`config.mk`:
```
export PLATFORM = sky130hd
export DESIGN_NAME = fetch_sequencer
export DESIGN_NICKNAME = d
export VERILOG_FILES = /design/src/rtl/y86_pkg.sv /design/src/rtl/y86_instr_len.sv /design/src/rtl/fetch_sequencer.sv
export SDC_FILE = /design/constraint.sdc
export NUM_CORES = 1
export LEC_CHECK = 0
export ABC_AREA = 0
export BUFFER_PORTS_ARGS = -buffer_cell sky130_fd_sc_hd__buf_4
export CAP_MARGIN = 15
export CORE_MARGIN = 3
export CORE_UTILIZATION = 57
export DETAILED_ROUTE_END_ITERATION = 12
export PLACE_DENSITY = 0.92
export SETUP_SLACK_MARGIN = 0.02
export SYNTH_ARGS = -nofsm -noshare
export SYNTH_HDL_FRONTEND = slang
export SYNTH_SLANG_ARGS = --single-unit
export TNS_END_PERCENT = 50
```
`constraint.sdc`:
```
create_clock -name clk -period 4.93 [get_ports clk]
set_clock_uncertainty 0.15 [all_clocks]
set_input_delay 0.493 -clock clk [delete_from_list [all_inputs] [get_ports clk]]
set_output_delay 0.493 -clock clk [all_outputs]
set_load 0.03 [all_outputs]
```
`src/rtl/y86_pkg.sv`:
```
// Shared Y86-64 definitions: icode values, the "no register" specifier and the fetch FSM states.
package y86_pkg;

    localparam logic [3:0] I_HALT   = 4'h0;
    localparam logic [3:0] I_NOP    = 4'h1;
    localparam logic [3:0] I_RRMOVQ = 4'h2;
    localparam logic [3:0] I_IRMOVQ = 4'h3;
    localparam logic [3:0] I_RMMOVQ = 4'h4;
    localparam logic [3:0] I_MRMOVQ = 4'h5;
    localparam logic [3:0] I_OPQ    = 4'h6;
    localparam logic [3:0] I_JXX    = 4'h7;
    localparam logic [3:0] I_CALL   = 4'h8;
    localparam logic [3:0] I_RET    = 4'h9;
    localparam logic [3:0] I_PUSHQ  = 4'hA;
    localparam logic [3:0] I_POPQ   = 4'hB;

    localparam logic [3:0] RNONE = 4'hF;

    typedef enum logic [1:0] {
        S_IDLE  = 2'd0,
        S_ISSUE = 2'd1,
        S_WAIT  = 2'd2,
        S_OUT   = 2'd3
    } fetch_state_t;

endpackage

```
`src/rtl/y86_instr_len.sv`:
```
// Instruction format decode from the icode: length in bytes, register-byte presence and valC start byte.
// Purely combinational, no handshake; valc_off of 0 means the instruction carries no constant.
module y86_instr_len
    import y86_pkg::*;
(
    input  logic [3:0] i_icode,
    output logic [3:0] o_len,
    output logic       o_has_regs,
    output logic [3:0] o_valc_off,
    output logic       o_invalid
);

    always_comb begin
        o_len      = 4'd1;
        o_has_regs = 1'b0;
        o_valc_off = 4'd0;
        o_invalid  = 1'b0;
        case (i_icode)
            I_HALT, I_NOP, I_RET: begin
                o_len = 4'd1;
            end
            I_RRMOVQ, I_OPQ, I_PUSHQ, I_POPQ: begin
                o_len      = 4'd2;
                o_has_regs = 1'b1;
            end
            I_JXX, I_CALL: begin
                o_len      = 4'd9;
                o_valc_off = 4'd1;
            end
            I_IRMOVQ, I_RMMOVQ, I_MRMOVQ: begin
                o_len      = 4'd10;
                o_has_regs = 1'b1;
                o_valc_off = 4'd2;
            end
            default: begin
                o_invalid = 1'b1;
            end
        endcase
    end

endmodule

```
`src/rtl/fetch_sequencer.sv`:
```
// Byte-serial Y86-64 instruction fetch: one memory read per byte, fields presented to decode via valid/ready.
// out_valid rises 2*len+1 cycles after start with 1-cycle memory; result held until out_ready.
module fetch_sequencer
    import y86_pkg::*;
#(
    parameter int IMEM_SIZE = 1024,
    parameter int AW        = 10
) (
    input  logic          clk,
    input  logic          reset,
    input  logic          start,
    input  logic [63:0]   pc_in,
    output logic          imem_rd,
    output logic [AW-1:0] imem_addr,
    input  logic          imem_rvalid,
    input  logic [7:0]    imem_rdata,
    output logic          out_valid,
    input  logic          out_ready,
    output logic [3:0]    icode,
    output logic [3:0]    ifun,
    output logic [3:0]    rA,
    output logic [3:0]    rB,
    output logic [63:0]   valC,
    output logic [63:0]   valP,
    output logic          instr_invalid,
    output logic          imem_error,
    output logic          busy
);

    fetch_state_t  r_state;
    logic [63:0]   r_pc;
    logic [3:0]    r_byte_idx;
    logic [3:0]    r_len;
    logic [3:0]    r_valc_off;
    logic          r_has_regs;
    logic          r_oor;
    logic          r_imem_rd;
    logic [AW-1:0] r_imem_addr;
    logic [3:0]    r_icode;
    logic [3:0]    r_ifun;
    logic [3:0]    r_ra;
    logic [3:0]    r_rb;
    logic [63:0]   r_valc;
    logic [63:0]   r_valp;
    logic          r_invalid;
    logic          r_error;

    logic [3:0]    w_len;
    logic [3:0]    w_valc_off;
    logic          w_has_regs;
    logic          w_invalid;
    logic [3:0]    w_next_idx;
    logic [3:0]    w_cur_len;
    logic          w_last;
    logic [63:0]   w_fetch_addr;
    logic          w_oor;
    logic [2:0]    w_valc_k;

    y86_instr_len u_instr_len (
        .i_icode    (imem_rdata[7:4]),
        .o_len      (w_len),
        .o_has_regs (w_has_regs),
        .o_valc_off (w_valc_off),
        .o_invalid  (w_invalid)
    );

    // The read request is registered, so the address of the next byte is range-checked
    // on the edge that enters ISSUE rather than inside ISSUE itself.
    assign w_next_idx   = r_byte_idx + 4'd1;
    assign w_cur_len    = (r_byte_idx == 4'd0) ? w_len : r_len;
    assign w_last       = (w_next_idx == w_cur_len);
    assign w_fetch_addr = (r_state == S_IDLE) ? pc_in : (r_pc + {60'd0, w_next_idx});
    assign w_oor        = (w_fetch_addr >= 64'(IMEM_SIZE));
    assign w_valc_k     = 3'(r_byte_idx - r_valc_off);

    always_ff @(posedge clk) begin
        if (reset) begin
            r_state     <= S_IDLE;
            r_pc        <= 64'd0;
            r_byte_idx  <= 4'd0;
            r_len       <= 4'd1;
            r_valc_off  <= 4'd0;
            r_has_regs  <= 1'b0;
            r_oor       <= 1'b0;
            r_imem_rd   <= 1'b0;
            r_imem_addr <= '0;
            r_icode     <= 4'd0;
            r_ifun      <= 4'd0;
            r_ra        <= RNONE;
            r_rb        <= RNONE;
            r_valc      <= 64'd0;
            r_valp      <= 64'd0;
            r_invalid   <= 1'b0;
            r_error     <= 1'b0;
        end else begin
            r_imem_rd <= 1'b0;
            case (r_state)
                S_IDLE: begin
                    if (start) begin
                        r_pc        <= pc_in;
                        r_byte_idx  <= 4'd0;
                        r_len       <= 4'd1;
                        r_valc_off  <= 4'd0;
                        r_has_regs  <= 1'b0;
                        r_icode     <= 4'd0;
                        r_ifun      <= 4'd0;
                        r_ra        <= RNONE;
                        r_rb        <= RNONE;
                        r_valc      <= 64'd0;
                        r_valp      <= 64'd0;
                        r_invalid   <= 1'b0;
                        r_error     <= 1'b0;
                        r_oor       <= w_oor;
                        r_imem_rd   <= !w_oor;
                        r_imem_addr <= w_fetch_addr[AW-1:0];
                        r_state     <= S_ISSUE;
                    end
                end
                S_ISSUE: begin
                    if (r_oor) begin
                        r_error <= 1'b1;
                        r_valp  <= r_pc;
                        r_state <= S_OUT;
                    end else begin
                        r_state <= S_WAIT;
                    end
                end
                S_WAIT: begin
                    if (imem_rvalid) begin
                        if (r_byte_idx == 4'd0) begin
                            r_icode    <= imem_rdata[7:4];
                            r_ifun     <= imem_rdata[3:0];
                            r_len      <= w_len;
                            r_has_regs <= w_has_regs;
                            r_valc_off <= w_valc_off;
                            r_invalid  <= w_invalid;
                        end
                        if (r_byte_idx == 4'd1 && r_has_regs) begin
                            r_ra <= imem_rdata[7:4];
                            r_rb <= imem_rdata[3:0];
                        end
                        if (r_valc_off != 4'd0 && r_byte_idx >= r_valc_off) begin
                            r_valc[{w_valc_k, 3'b000} +: 8] <= imem_rdata;
                        end
                        r_byte_idx <= w_next_idx;
                        if (w_last) begin
                            r_valp  <= r_pc + {60'd0, w_cur_len};
                            r_state <= S_OUT;
                        end else begin
                            r_oor       <= w_oor;
                            r_imem_rd   <= !w_oor;
                            r_imem_addr <= w_fetch_addr[AW-1:0];
                            r_state     <= S_ISSUE;
                        end
                    end
                end
                S_OUT: begin
                    if (out_ready) begin
                        r_state <= S_IDLE;
                    end
                end
                default: begin
                    r_state <= S_IDLE;
                end
            endcase
        end
    end

    assign imem_rd       = r_imem_rd;
    assign imem_addr     = r_imem_addr;
    assign out_valid     = (r_state == S_OUT);
    assign busy          = (r_state != S_IDLE);
    assign icode         = r_icode;
    assign ifun          = r_ifun;
    assign rA            = r_ra;
    assign rB            = r_rb;
    assign valC          = r_valc;
    assign valP          = r_valp;
    assign instr_invalid = r_invalid;
    assign imem_error    = r_error;

endmodule

```
# [Word-level counts from Yosys, hierarchy flattened]
# Cells that the tools add are included.
[totals] regBits=237 inputBits=77 elab_cells=140
[classes] addsub=5 n_lt_le_gt_ge=2 eq_ne=25 shifts=2 mux=64 n_reduce_logical=25
[op_table] op="2-to-1 mux 64 bit" n=7
[op_table] op="one-hot mux 64 bit (3 select lines)" n=1
[op_table] op="adder 64 x 4 -> 64 bit" n=2
[op_table] op="one-hot mux 64 bit (2 select lines)" n=1
[op_table] op="bitwise mux 64 bit" n=1
[op_table] op="greater-or-equal comparator 64 x 11 -> 1 bit, second input constant" n=1
[op_table] op="2-to-1 mux 4 bit" n=16
[op_table] op="variable shift 8 x 8 -> 64 bit, first input constant" n=1
[op_table] op="indexed part select 8 x 8 -> 64 bit" n=1
[op_table] op="one-hot mux 4 bit (2 select lines)" n=7
[op_table] op="2-to-1 mux 10 bit" n=3
[op_table] op="one-hot mux 10 bit (2 select lines)" n=1
[op_table] op="equality test 4 x 3 -> 1 bit, second input constant" n=4
[op_table] op="equality test 4 bit, second input constant" n=4
[op_table] op="!= test 2 bit, second input constant" n=8
[op_table] op="AND reduction 4 bit" n=4
[op_table] op="2-to-1 mux 1 bit" n=15
[op_table] op="one-hot mux 4 bit (3 select lines)" n=1
[op_table] op="OR reduction 12 bit" n=1
[op_table] op="one-hot mux 1 bit (2 select lines)" n=5
[op_table] op="AND reduction 3 bit" n=3
[op_table] op="equality test 4 x 1 -> 1 bit, second input constant" n=2
[op_table] op="equality test 4 x 2 -> 1 bit, second input constant" n=2
[op_table] op="zero test 4 bit" n=2
[op_table] op="23 further kinds" n=30

# [Logic depth before layout (Yosys ltp)]
# Gate-level depths: netlist of the first run.
[depth] depth_word=8 ltp_mapped=18 mapped_depth_nobuf=18

# [Modules after synthesis]
# From an unflattened synthesis of the first run, not the netlist that was laid out.
[hier_totals] hier_cells=1746 hier_area_um2=13132.6
[modules_own_cells] module="fetch_sequencer" instances=1 cells_per_inst=1727 area_each_um2=12977.4
[modules_own_cells] module="y86_instr_len" instances=1 cells_per_inst=19 area_each_um2=155.1

# [Least setup slack after synthesis of the first run]
# OpenSTA, ideal clock, no wires.
[synth_timing] path_type="flip-flop to flip-flop" from="register r_byte_idx[0]" to="register r_valp[48] (netlist: valP[48])" arrival_ps=3281 path_slack_ps=1429 path_stages_with_launch=19 n_path_buf=0 period_less_slack_ps=3501 cell_sequence="dfxtp_1 -> inv_1 -> ha_1 -> nor3b_4 -> nor2_1 -> o21bai_1 -> inv_1 -> ha_1 -> inv_1 -> fa_1 -> nor2b_1 -> o21a_1 -> o211a_1 -> and3_1 -> nand2_1 -> or4_1 -> a31oi_1 -> nand2_1 -> a21oi_1"
[synth_between] elab_chain_len=6
[synth_rtl] item="start, declared" line="fetch_sequencer.sv:32" source="logic [3:0] r_byte_idx;"
[synth_rtl] item="start signal, assigned" line="fetch_sequencer.sv:145" source="r_byte_idx <= w_next_idx;"
[synth_rtl] item="zero test 4 bit" line="fetch_sequencer.sv:70" source="assign w_cur_len = (r_byte_idx == 4'd0) ? w_len : r_len;"
[synth_rtl] item="2-to-1 mux 4 bit"
[synth_rtl] item="adder 64 x 4 -> 64 bit" line="fetch_sequencer.sv:147" source="r_valp <= r_pc + {60'd0, w_cur_len};"
[synth_rtl] item="2-to-1 mux 64 bit" line="fetch_sequencer.sv:146" source="if (w_last) begin"
[synth_rtl] item="2-to-1 mux 64 bit" line="fetch_sequencer.sv:129" source="if (imem_rvalid) begin"
[synth_rtl] item="one-hot mux 64 bit (3 select lines)" line="fetch_sequencer.sv:97" source="case (r_state)"
[synth_rtl] item="end signal, assigned" line="fetch_sequencer.sv:122" source="r_valp <= r_pc;"
[synth_rtl] item="end signal, assigned" line="fetch_sequencer.sv:147"
[synth_rtl] item="end, declared" line="fetch_sequencer.sv:44" source="logic [63:0] r_valp;"
# Several ways; a longest one is shown, not always the timed one. The select of a mux whose other input is x is not followed.
# A chain may end at the register's enable or synchronous reset.

# [Final worst setup path of the first run]
[layout_timing] from="register r_byte_idx[1]" to="register r_oor"
[layout_between] elab_chain_len=7
[layout_rtl] item="adder 4 x 1 -> 4 bit" line="fetch_sequencer.sv:69" source="assign w_next_idx = r_byte_idx + 4'd1;"
[layout_rtl] item="adder 64 x 4 -> 64 bit" line="fetch_sequencer.sv:72" source="assign w_fetch_addr = (r_state == S_IDLE) ? pc_in : (r_pc + {60'd0, w_next_idx});"
[layout_rtl] item="2-to-1 mux 64 bit" line="fetch_sequencer.sv:72"
[layout_rtl] item="greater-or-equal comparator 64 x 11 -> 1 bit" line="fetch_sequencer.sv:73" source="assign w_oor = (w_fetch_addr >= 64'(IMEM_SIZE));"
[layout_rtl] item="2-to-1 mux 1 bit" line="fetch_sequencer.sv:146"
[layout_rtl] item="2-to-1 mux 1 bit" line="fetch_sequencer.sv:129"
[layout_rtl] item="one-hot mux 1 bit (2 select lines)" line="fetch_sequencer.sv:97"
[layout_rtl] item="end signal, assigned" line="fetch_sequencer.sv:113" source="r_oor <= w_oor;"
[layout_rtl] item="end signal, assigned" line="fetch_sequencer.sv:150" source="r_oor <= w_oor;"
[layout_rtl] item="end, declared" line="fetch_sequencer.sv:36" source="logic r_oor;"
# Several ways; a longest one is shown, not always the timed one. The select of a mux whose other input is x is not followed.

==> impl_results.md, run 1 <==
* Die X at 156 um
* Hold Path Sink: r_pc[49]
* Synth unique cells at 73
* Crit-path max FO at 10
* Ports at 236
* Reg power frac at 32.2%
* Cell family with most CP delay: compound AO/OA/AOI/OAI gates
* FF+latch count, synth at 235
* Core footprint at 22000 sq um
* FF-to-FF setup slack at 0.55 ns
* Psw at 3.29 mW
* Fin. Hold Viols at 0
* Vias post-DR at 14.4k
* Comb pwr share at 39.3%
* Initial Util at 58.5%
* Crit Path Category: flip-flop to flip-flop
* Min Hold Slack at 0.0396 ns
* Clk pwr share at 28.5%
* Post-Synth XOR/XNOR Area at 4.21%
* Final nets at 1971
* Peak VDD IR at 0.000517 V
* CTS Buf Count at 24
* Number of max-cap violations at 0
* Pre-antenna DRT Iters at 6
* Post_cts resized at 0
* Hold path start: pc_in[49]
* Critical path's slowest cell: o22ai_1
* Setup violations, final at 0
* CTS tree: done
* Initial antenna violation count at 0
* Avg Cell Area, Syn at 7.46 sq um
* Clk buf depth at 3
* Compound-Gate Fraction of Synth Area at 20.6%
* Skew-Pair Late Insertion Delay at 0.55 ns
* Iteration-0 DRC Markers at 1815
* Int Pwr at 4.17 mW
* Filler cell count at 1765
* H-Tree Depth at 1
* Tcrit/Tclk final at 88.7%
* DRT antenna net count at 0
* Worst slew margin at 27.8%
* Area of the multi-input gates at 7460 sq um
* Worst Path Buf+Inv at 0
* Synthesized Nets at 1827
* Fin. max-slew vios at 0
* Portion of netlist area occupied by mux cells at 1.33%
* Critical Path, Cell by Cell: ha_1, xor2_1, ha_1, a21oi_1, o22ai_1, nand2_1, nor4_1, xor2_1, nor2_1, nand4_1, o32ai_1, a311oi_1
* Post-Synth Simple-Gate Area at 29.2%
* Worst hold path type: primary input to flip-flop
* Critical Path RT at 5.15 ns
* Crit end category: flip-flop
* Period minus WS final at 4.38 ns
* Critical R2R Launch: r_byte_idx[1]
* CTS Sinks at 235
* Crit path DAT at 4.60 ns
* Mapped cell area at 12900 sq um
* Drt drc at 0
* Reg-to-reg endpoint: r_oor
* Clock transition at the registers of the reported paths at 0.07 ns
* Vias per cell at 6.64
* Yosys warning count at 0
* Post-CTS Setup Repair Bufs at 0
* Sw Ratio at 44.1%
* Fmax achieved at 229 MHz
* Height of the die at 156 um
* FP Rows at 54
* Post-Route WL at 50300 um
* DIE AREA at 24500 sq um
* Power per cell area at 478 nW/um^2
* Async set-reset flop share out of synthesis at 0%
* Root buffer cell: clkbuf_16
* Lkg Pwr at 5.79 nW
* RSZ-0062 raised after global routing: false
* Worst Tran Pin Value at 1.08 ns
* Most frequent cells in the layout: 269 x buf_4, 256 x nand2_1, 235 x dfxtp_1
* Main flop type after synthesis: dfxtp_1
* Total track usage at 39.4%
* Congestion Overflow GR at 0
* Status: completed
* Total Neg Setup Slack at 0 ns
* Largest family of logic cells by synthesized area: simple AND/OR/NAND/NOR gates
* Antenna diodes at 0
* Wire length per cell at 23.2 um
* Nature of the critical path startpoint: flip-flop
* Post-synth EDFFs at 0
* Final GP Congestion at 0.998
* Cells after Synth at 1728
* Reg2reg path depth at 12
* Sequential fraction of the synthesis area at 36.5%
* Post-CTS Hold Buffers at 0
* Crit-path max cell delay at 0.68 ns
* Commonest non-fill, non-tap cell in the layout: buf_4
* Sequential cell area at 4700 sq um
* Largest net degree at the start of global routing at 138
* Vias in the first global route at 13.6k
* P&R area growth vs syn at 21.0%
* Post-Synth Adder-Cell Area at 2.31%
* Share of cells above drive strength 1 at 18.0%
* DP HPWL at 35900 um
* Hold path depth at 3
* I/O Buffers at 235
* First-pass GRT wire length at 76800 um
-- state kept, by name (all words and copies together) (netlist names), 2 cells and up --
register	count
valC	64
rB	4
icode	4
r_len	4
ifun	4
r_pc	64
r_byte_idx	4
imem_addr	10
valP	64
r_state	2
r_valc_off	2
rA	4
-- per-stage QoR --
step	util, %	worst slack, ns	instance area, sq um	std cells	total power [mW]
finish	70.8	0.555	15600	2169	7.46
global route	70.8	0.360	15600	2169	7.73
CTS	70.8	0.636	15600	2169	7.35
detailed placement	66.6	0.709	14700	2126	5.24
global placement	66.6	0.769	14700	2126	5.18
floorplan	-	1.43	12900	1728	4.23
-- metal layers --
layer	wire length [um]	track usage [%]	part of all wire [%]	up-vias
li1	-	-	-	6449
met2	23300	64.7	46	986
met3	5320	7.52	11	168
met5	0	0	0	-
met4	2390	16.0	4.8	0
met1	19300	51.2	38	6797
-- worst max-delay path by stage --
stage	startpoint	to	slack, ns	cells past startpoint
after detailed placement	r_byte_idx[1]	r_oor	0.71	12
after floorplan	r_byte_idx[0]	valP[48]	1.43	18
final	r_byte_idx[1]	r_oor	0.55	12
after global placement	r_byte_idx[1]	r_oor	0.77	12
after global routing	r_byte_idx[0]	valP[46]	0.36	18
after CTS	r_byte_idx[1]	r_oor	0.64	12
-- worst register-to-register path, stage by stage, from the launching register on --
cell      delay, ns
dfxtp_1        0.47
ha_1           0.26
xor2_1         0.35
ha_1           0.24
a21oi_1        0.13
o22ai_1        0.68
nand2_1        0.41
nor4_1         0.56
xor2_1         0.13
nor2_1         0.14
nand4_1        0.14
o32ai_1        0.41
a311oi_1       0.15
-- power by group through the flow --
stage	sequential [mW]	clock, mW	combinational [mW]
after detailed placement	2.42	0	2.82
after floorplan	2.36	0	1.87
after global routing	2.42	2.19	3.12
after CTS	2.38	2.12	2.85
final	2.40	2.12	2.93
after global placement	2.42	0	2.77
-- kinds of logic (layout without fill, tap and decap cells) --
family	Yosys count	count (layout)
buffers and inverters	185	346
AND/OR/NAND/NOR	784	784
AO/OA/AOI/OAI	423	423
adder cells (fa/ha/maj)	22	22
XOR/XNOR	62	62
flip-flops	235	235
multiplexers	17	17
-- layout make-up --
cell class                      count  share of cell area (%)
Sequential cell                   235                    30.2
Clock buffer                       26                    4.03
Timing Repair Buffer              270                    13.0
Inverter                           33                   0.794
Tap cell                          280                    2.25
Clock inverter                     17                    1.93
Multi-Input combinational cell   1308                    47.8
-- synth_stat cells, types with 3 or more instances --
| cell type | n | share of area (%) |
|---|---|---|
| a2111oi_2 | 3 | 0.35 |
| a211oi_1 | 5 | 0.29 |
| a21o_1 | 4 | 0.23 |
| a21oi_1 | 172 | 6.7 |
| a22oi_1 | 73 | 4.3 |
| a311oi_1 | 5 | 0.34 |
| a31oi_1 | 22 | 1.1 |
| a32oi_1 | 18 | 1.2 |
| and2_1 | 7 | 0.34 |
| and3_1 | 15 | 0.73 |
| and4_1 | 10 | 0.68 |
| buf_1 | 10 | 0.29 |
| buf_2 | 32 | 1.2 |
| buf_4 | 5 | 0.29 |
| clkbuf_1 | 102 | 3.0 |
| dfxtp_1 | 235 | 36 |
| fa_1 | 3 | 0.47 |
| ha_1 | 19 | 1.8 |
| inv_1 | 32 | 0.93 |
| mux2i_1 | 16 | 1.2 |
| nand2_1 | 257 | 7.5 |
| nand2b_1 | 12 | 0.58 |
| nand3_1 | 84 | 3.3 |
| nand3b_1 | 10 | 0.58 |
| nand4_1 | 51 | 2.5 |
| nand4b_1 | 3 | 0.20 |
| nor2_1 | 207 | 6.0 |
| nor2b_1 | 4 | 0.19 |
| nor3_1 | 48 | 1.9 |
| nor3b_1 | 3 | 0.17 |
| nor4_1 | 36 | 1.7 |
| o2111ai_1 | 14 | 0.95 |
| o211ai_1 | 8 | 0.47 |
| o21a_1 | 3 | 0.17 |
| o21ai_0 | 68 | 2.6 |
| o22ai_1 | 4 | 0.19 |
| o31ai_1 | 6 | 0.35 |
| or3_1 | 7 | 0.34 |
| or4_1 | 12 | 0.70 |
| xnor2_1 | 32 | 2.2 |
| xor2_1 | 30 | 2.0 |
(Power assumes the default switching activity.)
==> run 2: changes to the inputs <==
CORE_UTILIZATION = 53   (was 57)
PLACE_DENSITY = 0.88   (was 0.92)
TNS_END_PERCENT = 1   (was 50)
==> impl_results.md, run 2 (synthesized netlist as in run 1, its figures left out) <==
* Skew-Pair Late Insertion Delay at 0.55 ns
* Ports at 236
* Setup violations, final at 0
* Congestion Overflow GR at 0
* Root buffer cell: clkbuf_16
* Period minus WS final at 4.26 ns
* Peak VDD IR at 0.000414 V
* Commonest non-fill, non-tap cell in the layout: buf_4
* Hold Path Sink: r_pc[58]
* Number of max-cap violations at 0
* Share of cells above drive strength 1 at 18.0%
* Total track usage at 34.8%
* DIE AREA at 26200 sq um
* Worst hold path type: primary input to flip-flop
* Worst slew margin at 31.5%
* Filler cell count at 2035
* Fmax achieved at 235 MHz
* FF-to-FF setup slack at 0.67 ns
* Crit Path Category: flip-flop to flip-flop
* Pre-antenna DRT Iters at 6
* Post-CTS Setup Repair Bufs at 0
* Vias post-DR at 14.0k
* Initial antenna violation count at 0
* Reg2reg path depth at 12
* Most used cell, CP: ha_1
* Crit path DAT at 4.48 ns
* Iteration-0 DRC Markers at 1865
* Clk buf depth at 3
* Critical path's slowest cell: o22ai_1
* DRT antenna net count at 0
* P&R area growth vs syn at 20.6%
* Drt drc at 0
* Power per cell area at 458 nW/um^2
* Fin util at 65.7%
* Critical R2R Launch: r_byte_idx[0]
* Reg-to-reg endpoint: r_oor
* CTS tree: done
* Hold path depth at 3
* RSZ-0062 raised after global routing: false
* Final nets at 1972
* Critical Path Source: r_byte_idx[0]
* CTS Buf Count at 25
* Height of the die at 162 um
* Die X at 162 um
* Status: completed
* First-pass GRT wire length at 73600 um
* Nature of the critical path startpoint: flip-flop
* Critical Path, Cell by Cell: inv_1, ha_1, ha_1, a21oi_1, o22ai_1, nand2_1, nor4_1, xor2_1, nor2_1, nand4_1, o32ai_1, a311oi_1
* Slack of the critical path at 0.671 ns
* Core footprint at 23700 sq um
* Largest net degree at the start of global routing at 143
* Antenna diodes at 0
* Most frequent cells in the layout: 269 x buf_4, 256 x nand2_1, 235 x dfxtp_1
* Crit-path max cell delay at 0.69 ns
* Clock transition at the registers of the reported paths at 0.07 ns
* Hold path start: pc_in[58]
* Fin. max-slew vios at 0
* Crit-path max FO at 10
* Post-Route WL at 47800 um
* FP Rows at 56
* Final GP Congestion at 1.00
* Vias per cell at 6.32
* Post-CTS Hold Buffers at 0
* Cell family with most CP delay: compound AO/OA/AOI/OAI gates
* Worst Tran Pin Value at 1.03 ns
* Vias in the first global route at 13.0k
* Total Neg Setup Slack at 0 ns
* Worst Path Buf+Inv at 1
* Critical Path RT at 5.15 ns
* CTS Sinks at 235
* Wire length per cell at 21.6 um
* Initial Util at 54.4%
* H-Tree Depth at 1
* Tcrit/Tclk final at 86.4%
* Place WS at 0.765 ns
* Fin. Hold Viols at 0
* Crit end category: flip-flop
* Lkg Pwr at 5.77 nW
* Post_cts resized at 0
* I/O Buffers at 235
* DP HPWL at 34500 um
==> run 2: how the worst max path moves through the flow <==
stage	to	slack [ns]	cells past startpoint
2_1_floorplan	valP[48]	1.43	18
5_1_grt	r_oor	0.44	13
4_1_cts	r_oor	0.73	12
6_report	r_oor	0.67	12
3_3_place_gp	r_oor	0.74	12
3_5_place_dp	r_oor	0.76	12
==> run 2: tightest hold or removal path, cell delays in order <==
cell	delay, ns
buf_4	0.11
nand2_1	0.05
a21oi_1	0.05
==> run 2: metal layers <==
layer	vias to the layer above	part of all wire [%]	wire [um]	global-route usage (%)
met3	124	9.6	4590	6.81
li1	6472	-	-	-
met4	0	3.5	1650	10.9
met2	784	47	22500	58.6
met5	-	0	0	0
met1	6598	40	19000	45.2
==> run 2: through the flow <==
stage / total power [mW] / area, sq um / std cells / hold slack (ns)
final: 7.13 / 15500 / 2211 / 0.0474
after global routing: 7.44 / 15500 / 2211 / 0.0452
after CTS: 7.07 / 15500 / 2211 / 0.0378
after detailed placement: 5.18 / 14700 / 2165 / 0.298
after global placement: 5.14 / 14700 / 2165 / 0.290
after floorplan: 4.23 / 12900 / 1728 / 0.300
==> run 2: layout make-up <==
class	count	area, sq um	share of cell area [%]
multi-input combinational	1308	7460	47.9
sequential	235	4700	30.3
timing repair buffer	270	2030	13.1
clock buffer	38	774	4.98
tap	319	399	2.57
inverter	33	124	0.797
clock inverter	8	61.3	0.394
==> run 2: power by group <==
group	leakage, nW	total (mW)	internal [mW]	switching, mW
clock network	0.418	1.89	1.09	0.805
logic	3.45	2.85	0.782	2.07
registers	1.91	2.38	2.08	0.296
